**config.mk**
```make
export PLATFORM = sky130hd
export DESIGN_NAME = fp_mul_arbiter
export DESIGN_NICKNAME = d
export VERILOG_FILES = /design/src/rtl/fp_mul_arbiter.sv
export SDC_FILE = /design/constraint.sdc
export NUM_CORES = 1
export LEC_CHECK = 0
export BUFFER_PORTS_ARGS = -buffer_cell sky130_fd_sc_hd__buf_2
export CAP_MARGIN = 15
export CELL_PAD_IN_SITES_DETAIL_PLACEMENT = 0
export CELL_PAD_IN_SITES_GLOBAL_PLACEMENT = 1
export CORE_AREA = 2 2 165 167
export DETAILED_ROUTE_END_ITERATION = 8
export DIE_AREA = 0 0 167 169
export PLACE_DENSITY_LB_ADDON = 0.1
export SLEW_MARGIN = 15
export SYNTH_ARGS = -nofsm -noshare
export SYNTH_HDL_FRONTEND = slang
export SYNTH_SLANG_ARGS = --single-unit
```
**constraint.sdc**
```tcl
create_clock -name clock -period 6.1 [get_ports clock]
set_input_delay 0.305 -clock clock [delete_from_list [all_inputs] [get_ports clock]]
set_output_delay 0.305 -clock clock [all_outputs]
set_load 0.1 [all_outputs]
```
**src/rtl/fp_mul_arbiter.sv**
```systemverilog
// ============================================================================
// fp_mul_arbiter : round-robin arbiter sharing one combinational FP multiplier
//                  among NUM_REQ requesters, one operation in flight at a time.
// Revision       : 1.0
// ============================================================================
`default_nettype none

module fp_mul_arbiter #(
  parameter int NUM_REQ = 4,
  parameter int CNT_W   = 16
) (
  input  logic                  clock,
  input  logic                  reset_n,
  input  logic [NUM_REQ-1:0]    req_valid,
  output logic [NUM_REQ-1:0]    req_ready,
  input  logic [32*NUM_REQ-1:0] req_a,
  input  logic [32*NUM_REQ-1:0] req_b,
  output logic [31:0]           mul_a,
  output logic [31:0]           mul_b,
  input  logic [31:0]           mul_prod,
  output logic [NUM_REQ-1:0]    rsp_valid,
  input  logic [NUM_REQ-1:0]    rsp_ready,
  output logic [31:0]           rsp_data,
  output logic                  busy,
  output logic [CNT_W-1:0]      ops_done
);

  localparam int c_ID_W = $clog2(NUM_REQ);

  typedef enum logic [1:0] {
    S_IDLE = 2'd0,
    S_MUL  = 2'd1,
    S_RESP = 2'd2
  } state_t;

  state_t              r_state;
  state_t              w_state_nxt;
  logic [c_ID_W-1:0]   r_rr_ptr;
  logic [c_ID_W-1:0]   r_gnt_id;
  logic [31:0]         r_op_a;
  logic [31:0]         r_op_b;
  logic [31:0]         r_res;
  logic [CNT_W-1:0]    r_ops_done;

  logic                w_found;
  logic [c_ID_W-1:0]   w_win;
  logic [c_ID_W:0]     w_idx;
  logic [31:0]         w_sel_a;
  logic [31:0]         w_sel_b;
  logic                w_accept;
  logic                w_done;
  logic [c_ID_W-1:0]   w_ptr_nxt;

  // Scan from the highest index down so the entry closest to r_rr_ptr wins.
  always_comb begin
    w_found = 1'b0;
    w_win   = '0;
    w_idx   = '0;
    for (int k = NUM_REQ - 1; k >= 0; k--) begin
      w_idx = {1'b0, r_rr_ptr} + (c_ID_W + 1)'(k);
      if (w_idx >= (c_ID_W + 1)'(NUM_REQ)) begin
        w_idx = w_idx - (c_ID_W + 1)'(NUM_REQ);
      end
      if (req_valid[w_idx[c_ID_W-1:0]]) begin
        w_found = 1'b1;
        w_win   = w_idx[c_ID_W-1:0];
      end
    end
  end

  always_comb begin
    w_sel_a = '0;
    w_sel_b = '0;
    for (int i = 0; i < NUM_REQ; i++) begin
      if (w_win == c_ID_W'(i)) begin
        w_sel_a = req_a[32*i +: 32];
        w_sel_b = req_b[32*i +: 32];
      end
    end
  end

  always_comb begin
    w_state_nxt = r_state;
    w_accept    = 1'b0;
    w_done      = 1'b0;
    case (r_state)
      S_IDLE: begin
        if (w_found) begin
          w_accept    = 1'b1;
          w_state_nxt = S_MUL;
        end
      end
      S_MUL: begin
        w_state_nxt = S_RESP;
      end
      S_RESP: begin
        if (rsp_ready[r_gnt_id]) begin
          w_done      = 1'b1;
          w_state_nxt = S_IDLE;
        end
      end
      default: begin
        w_state_nxt = S_IDLE;
      end
    endcase
  end

  assign w_ptr_nxt = (r_gnt_id == c_ID_W'(NUM_REQ - 1)) ? '0 : r_gnt_id + c_ID_W'(1);

  always_ff @(posedge clock or negedge reset_n) begin
    if (!reset_n) begin
      r_state    <= S_IDLE;
      r_rr_ptr   <= '0;
      r_gnt_id   <= '0;
      r_op_a     <= '0;
      r_op_b     <= '0;
      r_res      <= '0;
      r_ops_done <= '0;
    end else begin
      r_state <= w_state_nxt;
      if (w_accept) begin
        r_op_a   <= w_sel_a;
        r_op_b   <= w_sel_b;
        r_gnt_id <= w_win;
      end
      if (r_state == S_MUL) begin
        r_res <= mul_prod;
      end
      if (w_done) begin
        r_rr_ptr   <= w_ptr_nxt;
        r_ops_done <= r_ops_done + CNT_W'(1);
      end
    end
  end

  // Grant is masked during reset so no requester sees a phantom handshake.
  assign req_ready = (reset_n && (r_state == S_IDLE) && w_found) ?
                     (NUM_REQ'(1) << w_win) : '0;
  assign rsp_valid = (r_state == S_RESP) ? (NUM_REQ'(1) << r_gnt_id) : '0;
  assign rsp_data  = r_res;
  assign mul_a     = r_op_a;
  assign mul_b     = r_op_b;
  assign busy      = (r_state != S_IDLE);
  assign ops_done  = r_ops_done;

endmodule

`default_nettype wire

```
# Word-level counts from Yosys, hierarchy flattened
# Cells that the tools add are included.
classes:
  add_sub_neg: 9
  magnitude_cmp: 9
  eq_ne: 8
  shift: 2
  n_mux: 40
  reduce_logical: 6
ops:
  columns: ["operator", "n"]
  rows:
  - ["2-to-1 mux 32 bit", 8]
  - ["2-to-1 mux 2 bit", 11]
  - ["adder 16 x 1 -> 16 bit, second input constant", 1]
  - ["less-than comparator 2 x 3 -> 1 bit, second input constant", 5]
  - ["2-to-1 mux 1 bit", 13]
  - ["binary-select mux 1 bit (select 2 bit)", 5]
  - [">= comparator 3 bit, second input constant", 3]
  - ["== test 2 bit, second input constant", 4]
  - ["2-to-1 mux 4 bit", 2]
  - ["left shift 1 x 2 -> 4 bit, first input constant", 2]
  - ["subtractor 2 x 1 -> 2 bit, second input constant", 4]
  - ["adder 2 x 2 -> 3 bit, second input constant", 2]
  - ["one-hot mux 2 bit (3 select lines)", 1]
  - ["== test 2 x 1 -> 1 bit, second input constant", 2]
  - ["logical NOT 2 bit", 2]
  - ["!= test 2 bit, second input constant", 2]
  - ["adder 2 x 1 -> 3 bit, second input constant", 1]
  - [">= comparator 2 x 3 -> 1 bit, second input constant", 1]
  - ["adder 2 x 1 -> 2 bit, second input constant", 1]
  - ["logical AND 1 bit", 2]
  - ["AND reduction 2 bit", 1]
  - ["nonzero test 2 bit", 1]
word_totals:
  register_bits: 118
  inputBits: 298
  output_inout_bits: 121
  wordCells: 81

# Depth between registers and ports, before layout
depth:
  word_depth: 14
  ltp_mapped: 10
  depth_no_buf: 6

# Least setup slack after synthesis
# OpenSTA, ideal clock, no wires.
synth_timing:
  path_type: "register -> output"
  start: "register r_state[1]"
  end: "output req_ready[0]"
  arrival_ps: 3169
  t_required_ps: 5795
  path_slack_ps: 2626
  path_stages_with_launch: 8
  path_buffers: 2
  cell_sequence: "dfrtp_1 or2_1 or2_1 buf_2 inv_2 clkbuf_1 nand3_1 nor2_1"
synth_between:
  elab_chain_cells: 4
synth_lines:
  columns: ["element", "line_no", "text"]
  rows:
  - ["start: declaration", "36", "state_t r_state;"]
  - ["start signal: assignment", "120", "r_state <= w_state_nxt;"]
  - ["logical NOT 2 bit", "137", "assign req_ready = (reset_n && (r_state == S_IDLE) && w_found) ?"]
  - ["logical AND 1 bit (2 in series)", "137", null]
  - ["2-to-1 mux 4 bit", "137", null]
  - ["end: declaration", "15", "output logic [NUM_REQ-1:0] req_ready,"]
# Every way passes these cells.

# Worst setup path in the final report
layout_timing:
  start: "register r_state[1]"
  end: "register r_op_a[10] (netlist: mul_a[10])"
layout_between:
  elab_chain_cells: 2
layout_lines:
  columns: ["element", "line_no", "text"]
  rows:
  - ["logical NOT 2 bit", "86", "case (r_state)"]
  - ["2-to-1 mux 1 bit", "86", null]
  - ["end signal: assignment", "122", "r_op_a <= w_sel_a;"]
  - ["end: declaration", "40", "logic [31:0] r_op_a;"]
# Every way passes these cells.
# A chain may end at the register's enable or synchronous reset.

==> summary.txt <==
status -> finished, violations left
failing checks -> negative hold slack
layout cell share with drive strength beyond 1 -> 0.548
Syn-to-layout area delta -> 41.5%
Post-synth EDFFs -> 0
register area share after synthesis -> 0.422
Max Cap Viol -> 0
ys flop type -> dfrtp_1
hold_buf cts -> 0
Sw Pwr -> 4.25 mW
Setup TNS Final -> 0 ns
Final Util -> 0.374
first-pass GRT wire length -> 43900 microns
power share of the clock group -> 0.145
final count of hold timing violations -> 3
die width -> 167 microns
post-synthesis register bit count -> 118
via count -> 6880
Initial Utilization -> 0.264
residual DRC count -> 0
max frequency -> 0.288 GHz
initial antenna violation count -> 7
Pre-antenna DRT Iters -> 5
fraction of registers with async set/reset -> 1.00
hold slack final -> -0.0201 ns
syn_nets -> 941
# port buffers -> 418
Worst Hold Class -> primary input to asynchronous set/reset pin
CTS resizes -> 0
I/O pins -> 419
Final period util -> 0.570
CP startpoint kind -> flip-flop
Cell Area, Synth -> 6990 sq um
Seq pwr share -> 0.192
vias per cell -> 5.01
initial DRC count -> 328
wire per inst -> 21.2 microns
type of the worst setup path -> flip-flop to flip-flop
final setup violation count -> 0
Clock Path Buffers -> 2
gp weighted congestion -> 0.773
Cell Rows -> 60
most common cell in the netlist -> dfrtp_1
vias in the first global route -> 7107
CTS clk-pin slew, worst paths -> 0.06 ns
die area -> 28200 sq um
top-area cell type share of the netlist area -> 0.422
R2R Setup Slk -> 2.62 ns
Yosys warning total -> 0
CTS tree -> yes
Post-synth top cells -> dfrtp_1 (118), nand4_1 (49), a21oi_1 (48), mux2_2 (48)
Mean Syn Cell Area -> 11.0 sq um
layout net count -> 1317
Synth cell types -> 45
relative slew slack -> 0.237
Post-DRT Antenna Nets -> 0
power share of the combinational group -> 0.663
core area -> 26500 sq um
Worst EP arrival -> 3.73 ns
power per cell area -> 710 nW/um^2
setup bufs post-CTS -> 0
drt total wl -> 29100 microns
total clock sinks -> 118
Syn Inst Count -> 638
area leader, netlist -> dfrtp_1
Int Pwr -> 2.78 mW
peak supply drop -> 0.000556 V
Total Routing Usage GR -> 0.202
Die Height -> 169 microns
Slew @ Worst Pin -> 1.15 ns
RSZ-0062 raised after global routing -> no
Final Skew -> 0.0131 ns
Leak -> 4.80 nW
largest net degree at the start of global routing -> 65
Worst Path Required -> 6.36 ns
multi-input logic area -> 3710 sq um
top cells by area, synth -> dfrtp_1 (42%), mux2_2 (7.7%), a221o_1 (6.6%)
max-slew violation count -> 0
clock root buffer -> clkbuf_16
CP max FO -> 41
Num CTS Buffers -> 17
Critical Path End Type -> flip-flop
clock period minus final worst setup slack -> 3.48 ns
Sw Share -> 0.605
Fill cells -> 2770
Clock Latency Late Sink -> 0.41 ns
dpl hpwl -> 20400 microns
Storage cell area -> 2950 sq um
H-tree levels -> 4
GRT overflow -> 0
through the flow:
stage / instance area, sq um / worst slack, ns / instances / hold WS (ns) / power (mW)
floorplan: 6990 / 2.63 / 638 / 0.00941 / 5.14
global placement: 9290 / 2.52 / 1336 / 0.454 / 6.05
detailed placement: 9290 / 2.45 / 1336 / 0.461 / 6.06
CTS: 9880 / 2.58 / 1368 / 0.0178 / 7.11
global route: 9890 / 2.35 / 1372 / 0.0518 / 7.35
finish: 9900 / 2.62 / 1374 / -0.0201 / 7.03
flip-flops by register name, indices dropped and copies added (netlist names):
register and cells:
mul_a 32, r_rr_ptr 2, mul_b 32, r_gnt_id 2, rsp_data 32, r_state 2, ops_done 16
layout make-up:
type | instances | area share
flip-flops and latches | 118 | 0.298
clock buffers | 20 | 0.0461
diodes | 6 | 0.00152
repair buffers | 429 | 0.220
well taps | 341 | 0.0431
inverters | 6 | 0.00228
clock inverters | 12 | 0.0143
multi-input cells | 442 | 0.374
cells in the final DEF, fill, tap and decap left out, types with 6 or more instances in the layout:
cell type / synthesis / routed
a211oi_1: 22 / 22
a211oi_2: 14 / 14
a21oi_1: 48 / 48
a221o_1: 46 / 46
buf_2: 12 / 417
buf_4: 5 / 12
clkbuf_16: 0 / 17
dfrtp_1: 118 / 118
diode_2: 0 / 6
mux2_2: 48 / 48
mux2_4: 29 / 29
mux2i_1: 19 / 19
nand2_1: 16 / 16
nand3_1: 7 / 7
nand4_1: 49 / 49
nor2_1: 26 / 24
o31a_1: 18 / 18
o31ai_1: 46 / 46
xnor2_1: 13 / 13
worst max-delay path, stage by stage (launching register included):
cell and delay [ns]:
dfrtp_1 0.37, or2_1 0.24, or2_2 0.47, buf_4 0.33
inv_2 0.44, o221ai_4 0.47, buf_4 0.45, a211oi_1 0.36
a211oi_2 0.08
power groups by stage:
stage	logic, mW	registers [mW]	clock network, mW
finish	4.66	1.35	1.02
CTS	4.71	1.35	1.06
global placement	4.70	1.35	0
detailed placement	4.71	1.35	0
floorplan	1.44	3.70	0
global route	4.87	1.40	1.09
final timing paths:
check                             start            to  cells after the start
setup / recovery             r_state[1]     mul_a[10]                      8
hold / removal                  reset_n  ops_done[11]                      1
setup reg to reg             r_state[1]     mul_a[10]                      8
hold reg to reg            ops_done[15]  ops_done[15]                      1
max in group asynchronous       reset_n     mul_b[29]                      2
min in group clock          mul_prod[3]   rsp_data[3]                      2
cell families after synthesis:
group / after synthesis / synth area share
AOI/OAI and AO/OA: 204 / 0.230
and+or+nand+nor: 120 / 0.0927
DFF: 118 / 0.422
muxes: 98 / 0.172
buffers and inverters: 78 / 0.0553
xor gates and xnor gates: 15 / 0.0188
adders and majority gates: 5 / 0.00895
metal layers:
metal  up-vias  global-route usage  wire length (microns)
li1       3261                   -                      -
met4         4              0.0821                    761
met5         -                   0                     24
met2       328               0.326                  14000
met3        38              0.0552                   2230
met1      3249               0.255                  12100
(Power assumes the default switching activity.)
